File: src/rtl/forth_dmem_io.sv
// forth_dmem_io: data-bus responder for the forth core.
// It provides word RAM, a buffered output stream, an input holding register
// and a free-running tick counter. Every data access gets a registered
// read result one cycle later.
module forth_dmem_io #(
    parameter int RAM_WORDS = 240,
    parameter int OUT_DEPTH = 4
) (
    input  logic        clk,
    input  logic        reset,
    input  logic [7:0]  daddr,
    input  logic [15:0] ddata_write,
    input  logic        dwrite,
    output logic [15:0] ddata_read,
    output logic [15:0] out_data,
    output logic        out_valid,
    input  logic        out_ready,
    input  logic [15:0] in_data,
    input  logic        in_valid,
    output logic        in_ready
);

    localparam int AW = $clog2(OUT_DEPTH);
    localparam logic [AW:0] FULL_CNT = (AW + 1)'(OUT_DEPTH);

    localparam logic [7:0] ADDR_OUT    = 8'hF0;
    localparam logic [7:0] ADDR_STATUS = 8'hF1;
    localparam logic [7:0] ADDR_IN     = 8'hF2;
    localparam logic [7:0] ADDR_TICKS  = 8'hF3;

    // Word RAM, contents survive reset.
    logic [15:0] ram_r [0:RAM_WORDS-1];

    // Output FIFO storage and bookkeeping.
    logic [15:0] fifo_mem_r [0:OUT_DEPTH-1];
    logic [AW-1:0] rd_ptr_r;
    logic [AW-1:0] wr_ptr_r;
    logic [AW:0]   count_r;
    logic          overflow_r;

    // Input holding register.
    logic [15:0] in_hold_r;
    logic        in_full_r;

    // Tick counter.
    logic [15:0] ticks_r;

    logic [15:0] ddata_read_r;
    logic [15:0] rd_next_s;

    logic sel_ram_s;
    logic ram_we_s;
    logic wr_out_s;
    logic wr_status_s;
    logic wr_in_s;
    logic wr_ticks_s;
    logic out_empty_s;
    logic out_full_s;
    logic pop_s;
    logic push_s;
    logic drop_s;
    logic clr_ovf_s;
    logic capture_s;

    assign sel_ram_s   = ({24'd0, daddr} < RAM_WORDS);
    assign ram_we_s    = dwrite && sel_ram_s;
    assign wr_out_s    = dwrite && (daddr == ADDR_OUT);
    assign wr_status_s = dwrite && (daddr == ADDR_STATUS);
    assign wr_in_s     = dwrite && (daddr == ADDR_IN);
    assign wr_ticks_s  = dwrite && (daddr == ADDR_TICKS);

    assign out_empty_s = (count_r == {(AW + 1){1'b0}});
    assign out_full_s  = (count_r == FULL_CNT);
    assign pop_s       = !out_empty_s && out_ready;
    // A full FIFO still accepts a push when the head leaves on the same edge.
    assign push_s      = wr_out_s && (!out_full_s || pop_s);
    assign drop_s      = wr_out_s && out_full_s && !pop_s;
    assign clr_ovf_s   = wr_status_s && ddata_write[2];
    assign capture_s   = in_valid && !in_full_r;

    assign out_valid  = !out_empty_s;
    assign out_data   = fifo_mem_r[rd_ptr_r];
    assign in_ready   = !in_full_r;
    assign ddata_read = ddata_read_r;

    // RAM write port (no reset so contents are retained).
    always_ff @(posedge clk) begin
        if (ram_we_s) begin
            ram_r[daddr] <= ddata_write;
        end
    end

    // FIFO storage write port.
    always_ff @(posedge clk) begin
        if (push_s) begin
            fifo_mem_r[wr_ptr_r] <= ddata_write;
        end
    end

    // FIFO pointers and occupancy.
    always_ff @(posedge clk or posedge reset) begin
        if (reset) begin
            rd_ptr_r <= {AW{1'b0}};
            wr_ptr_r <= {AW{1'b0}};
            count_r  <= {(AW + 1){1'b0}};
        end else begin
            if (pop_s) begin
                rd_ptr_r <= rd_ptr_r + 1'b1;
            end
            if (push_s) begin
                wr_ptr_r <= wr_ptr_r + 1'b1;
            end
            case ({push_s, pop_s})
                2'b10:   count_r <= count_r + 1'b1;
                2'b01:   count_r <= count_r - 1'b1;
                default: count_r <= count_r;
            endcase
        end
    end

    // Sticky overflow flag: set by a dropped push, cleared by software.
    always_ff @(posedge clk or posedge reset) begin
        if (reset) begin
            overflow_r <= 1'b0;
        end else if (drop_s) begin
            overflow_r <= 1'b1;
        end else if (clr_ovf_s) begin
            overflow_r <= 1'b0;
        end
    end

    // Input holding register: capture on handshake, release on any IN write.
    always_ff @(posedge clk or posedge reset) begin
        if (reset) begin
            in_full_r <= 1'b0;
            in_hold_r <= 16'h0000;
        end else if (capture_s) begin
            in_full_r <= 1'b1;
            in_hold_r <= in_data;
        end else if (wr_in_s) begin
            in_full_r <= 1'b0;
        end
    end

    // Free-running tick counter; a software load wins over the increment.
    always_ff @(posedge clk or posedge reset) begin
        if (reset) begin
            ticks_r <= 16'h0000;
        end else if (wr_ticks_s) begin
            ticks_r <= ddata_write;
        end else begin
            ticks_r <= ticks_r + 16'd1;
        end
    end

    // Read-data mux over the pre-edge state of the addressed location.
    always_comb begin
        rd_next_s = 16'h0000;
        if (sel_ram_s) begin
            rd_next_s = ram_r[daddr];
        end else begin
            case (daddr)
                ADDR_STATUS: rd_next_s = {12'h000, in_full_r, overflow_r, out_full_s, out_empty_s};
                ADDR_IN:     rd_next_s = in_hold_r;
                ADDR_TICKS:  rd_next_s = ticks_r;
                default:     rd_next_s = 16'h0000;
            endcase
        end
    end

    // Registered read data, one cycle of latency.
    always_ff @(posedge clk or posedge reset) begin
        if (reset) begin
            ddata_read_r <= 16'h0000;
        end else begin
            ddata_read_r <= rd_next_s;
        end
    end

endmodule

File: config.mk
export PLATFORM = sky130hd
export DESIGN_NAME = forth_dmem_io
export DESIGN_NICKNAME = d
export VERILOG_FILES = /design/src/rtl/forth_dmem_io.sv
export SDC_FILE = /design/constraint.sdc
export NUM_CORES = 2
export LEC_CHECK = 0
export BUFFER_PORTS_ARGS = -buffer_cell sky130_fd_sc_hd__buf_2
export CORE_ASPECT_RATIO = 0.8
export CORE_MARGIN = 4
export CORE_UTILIZATION = 40
export CTS_CLUSTER_DIAMETER = 30
export DETAILED_ROUTE_END_ITERATION = 7
export GPL_ROUTABILITY_DRIVEN = 1
export GPL_TIMING_DRIVEN = 1
export SYNTH_ARGS = -nofsm -noshare
export SYNTH_HDL_FRONTEND = slang
export SYNTH_SLANG_ARGS = --single-unit
File: constraint.sdc
create_clock -name clk -period 3 [get_ports clk]
set_clock_uncertainty 0.2 [all_clocks]
set_input_delay 0.15 -clock clk [delete_from_list [all_inputs] [get_ports clk]]
set_output_delay 0.15 -clock clk [all_outputs]
set_load 0.03 [all_outputs]
==> qor.yml <==
final-instance-count-excl-fill: 14100
path_common_cell: "sky130_fd_sc_hd__buf_12"
synth_async_sr_flop_share_pct: 1.44
run_status: "finished with violations"
final_common_cell: "sky130_fd_sc_hd__edfxtp_1"
netlist_instances: 6948
worst_path_largest_cell_delay_ns: 0.76
vias_per_cell: 5.91
yosys_warnings: 0
floorplan.rows: 202
cellPowerDensity_nw_per_um2: 731
cp_top_family: "buffers and inverters"
htree_num_levels: 6
floorplan.io_pins: 79
finalNetCount: 8610
layout_common_cells: "sky130_fd_sc_hd__edfxtp_1 (3904), sky130_fd_sc_hd__mux4_2 (909), sky130_fd_sc_hd__buf_4 (881), sky130_fd_sc_hd__clkbuf_16 (609), sky130_fd_sc_hd__buf_12 (372)"
timing.critical_path.slowest_stage_cell: "sky130_fd_sc_hd__nor4b_4"
drt.antenna.violating_nets: 0
worst_setup_start_kind: "input pin"
postRouteWirelength_um: 464000
switching_power_uw: 31800
chipWidth_um: 697
numPlacedInstances: 12900
drt_drc: 0
cts_num_sinks: 3961
power_leakage_uw: 0.0634
tritoncts_clock_tree: "built"
worst-path-buf-inv: 6
p_int_uw: 109000
final.setup.worst_slack_ns: -0.379
failed_checks: "negative setup slack"
class_of_the_most_critical_setup_path: "input pin to flop"
cts_buffer_depth: 4
clk-insertion-delay-late_ns: 0.94
clk_root_buffer_cell: "sky130_fd_sc_hd__clkbuf_16"
layout-drive-gt1-share_pct: 37.5
period_needed_ns: 3.38
clkPwrFrac_pct: 50.2
fmax_mhz: 296
min_path_type: "input pin to flop"
die-height_um: 559
share_seq_of_total_power_pct: 43.8
core_area_um2: 378000
relSlewSlack_pct: 23.9
total_via_count_in_the_routed_design: 83100
portBuffers: 78
final-max-slew-violation-count: 0
firstDrtPassIters: 6
ys.flop_type: "sky130_fd_sc_hd__edfxtp_1"
timing_worst_slew_pin_value_ns: 1.14
p_sw_share_pct: 22.6
worstSetupEndpointType: "flop"
peakVddDrop_v: 0.000400
max_cap_viol_count: 0
finalHoldViolations: 0
antenna_found_initial: 32
dp_hpwl_um: 299000
post_drt_wl_per_cell_um: 33.0
initial_utilization_pct: 40.2
cp_cell_sequence: "dlygate4sd3_1 -> buf_4 -> buf_12 -> buf_12 -> or2_2 -> nor3_2 -> buf_12 -> buf_4 -> a222oi_1 -> nor4b_4 -> a21oi_4 -> a211o_1"
routabilityCongestion: 0.907
grt_use_total_pct: 23.3
syn_to_final_growth_pct: 26.8
power_uw: 141000
synthesis.nets: 7000
worstPathArrival_ns: 4.00
postSynthAreaPerCell_um2: 21.9
die_area_um2: 390000
critical_path_peak_fanout: 14
total_standard_cell_area_after_synthesis_um2: 152000
synth.distinct_cells: 76
final-setup-viol-count: 7
maximum_number_of_pins_on_one_net_before_global_route_repair: 106
final_min_period_over_clock_period_pct: 113
cp.required_ns: 3.63
synth_edf_count: 3904
globalRoute.totalOverflow: 0
cts_inserted_buffers: 602
comb_power_share_pct: 5.9
postSynthRegisterBits: 3961
detail_route.iter0.violations: 12300
rsz0062_at_grt: "true"
clkTransAtPathRegs_ns: 0.06
synth_seq_area_share_pct: 78.1
grt_pass1_vias: 82000
global_route_wire_length_before_repair_um: 645000
through the flow:
stage | setup TNS [ns] | worst slack [ns] | utilization [%] | cell area, um^2 | hold slack (ns)
2_1_floorplan | -330.00 | -0.233 | - | 152000 | 0.0489
3_3_place_gp | -379.11 | -2.05 | 45.2 | 171000 | 0.0617
3_5_place_dp | -417.45 | -1.83 | 45.2 | 171000 | 0.0664
4_1_cts | -0.795 | -0.290 | 50.9 | 193000 | 0.0178
5_1_grt | -1.20 | -0.383 | 50.9 | 193000 | 0.0580
6_report | -1.44 | -0.379 | 50.9 | 193000 | 0.0732
area by class of cell:
type	count	area, um^2
antenna	11	27.5
clock buffer	673	15500
clock inverter	425	5090
fill	29400	186000
inverter	13	55.1
multi-input combinational	2572	31700
sequential	3961	119000
tap	4998	6250
timing repair buffer	1408	15400
path summary, 6_finish.rpt:
kind | cells after the start | slack [ns] | from | end
setup / recovery | 12 | -0.38 | daddr[3] | ddata_read[6]
hold / removal | 2 | 0.07 | ddata_write[7] | ram_r[98][7]
setup reg to reg | 7 | -0.34 | ram_r[135][8] | ddata_read[8]
hold reg to reg | 1 | 0.32 | count_r[2] | count_r[2]
max in group asynchronous | 5 | 1.56 | reset | ddata_read[12]
min in group asynchronous | 4 | 0.23 | reset | rd_ptr_r[1]
routing by layer:
metal	global-route usage, %	wire length (um)	vias to the layer above
li1	-	-	32900
met2	33.9	206000	5080
met4	6.92	14400	10
met5	0	69	-
met1	34.1	187000	44400
met3	6.65	56400	694
registers in the layout (all words and copies together), names as in the netlist:
name,flops
ram_r,3840
fifo_mem_r,64
ddata_read,16
in_hold_r,16
ticks_r,16
count_r,3
rd_ptr_r,2
wr_ptr_r,2
in_full_r,1
overflow_r,1
cell usage after synthesis, types with 11 or more instances:
cell	instances	share of area, %
sky130_fd_sc_hd__dfrtp_1	57	0.94
sky130_fd_sc_hd__nand2b_1	21	0.086
sky130_fd_sc_hd__nand3_1	50	0.16
sky130_fd_sc_hd__edfxtp_1	3904	77
sky130_fd_sc_hd__buf_1	34	0.084
sky130_fd_sc_hd__inv_1	13	0.032
sky130_fd_sc_hd__and3_1	12	0.049
sky130_fd_sc_hd__and2_1	11	0.045
sky130_fd_sc_hd__a21oi_1	87	0.29
sky130_fd_sc_hd__a221oi_1	16	0.092
sky130_fd_sc_hd__mux2i_1	184	1.2
sky130_fd_sc_hd__clkbuf_1	136	0.34
sky130_fd_sc_hd__a22oi_1	130	0.64
sky130_fd_sc_hd__mux4_2	908	13
sky130_fd_sc_hd__buf_6	35	0.26
sky130_fd_sc_hd__nor4_1	19	0.078
sky130_fd_sc_hd__nor2_1	405	1.0
sky130_fd_sc_hd__o221ai_1	30	0.17
sky130_fd_sc_hd__o211ai_1	38	0.19
sky130_fd_sc_hd__a31oi_1	12	0.049
sky130_fd_sc_hd__nor3_1	20	0.066
sky130_fd_sc_hd__nand2_1	161	0.40
sky130_fd_sc_hd__nor2b_1	22	0.091
sky130_fd_sc_hd__o32ai_1	14	0.081
sky130_fd_sc_hd__a211oi_1	28	0.14
sky130_fd_sc_hd__buf_4	65	0.32
sky130_fd_sc_hd__o21ai_0	29	0.096
sky130_fd_sc_hd__o22ai_1	169	0.70
sky130_fd_sc_hd__buf_2	128	0.42
sky130_fd_sc_hd__nand4_1	11	0.045
sky130_fd_sc_hd__mux2_2	31	0.23
sky130_fd_sc_hd__xor2_1	12	0.069
cells by family (layout without fill, tap and decap cells):
| kind of cell | count (synthesis) | after routing | synth area share, % |
|---|---|---|---|
| adders and majority gates | 7 | 7 | 0.0626 |
| xor gates and xnor gates | 20 | 20 | 0.115 |
| buffers and inverters | 415 | 2519 | 1.50 |
| DFF | 3961 | 3961 | 78.1 |
| and+or+nand+nor | 779 | 779 | 2.27 |
| AOI/OAI and AO/OA | 638 | 638 | 2.95 |
| other | 0 | 11 | 0 |
| muxes | 1128 | 1128 | 15.0 |
power groups by stage:
stage | clock network (uW) | registers, uW | logic [uW]
after global routing | 74300 | 61700 | 8680
after floorplan | 0 | 62600 | 3660
after global placement | 0 | 62900 | 7870
final | 70800 | 61800 | 8330
after CTS | 71600 | 61800 | 8270
after detailed placement | 0 | 62900 | 7990
what timing repair did:
action	4_1_cts	5_1_grt
setup buffers	0	2
pin swaps	5	9
hold endpoints to repair	3660	0
hold buffers	79	0
resized for setup	22	14
cloned	0	0
setup endpoints to repair	10	10
No activity file was read; power rests on OpenSTA's default activity.
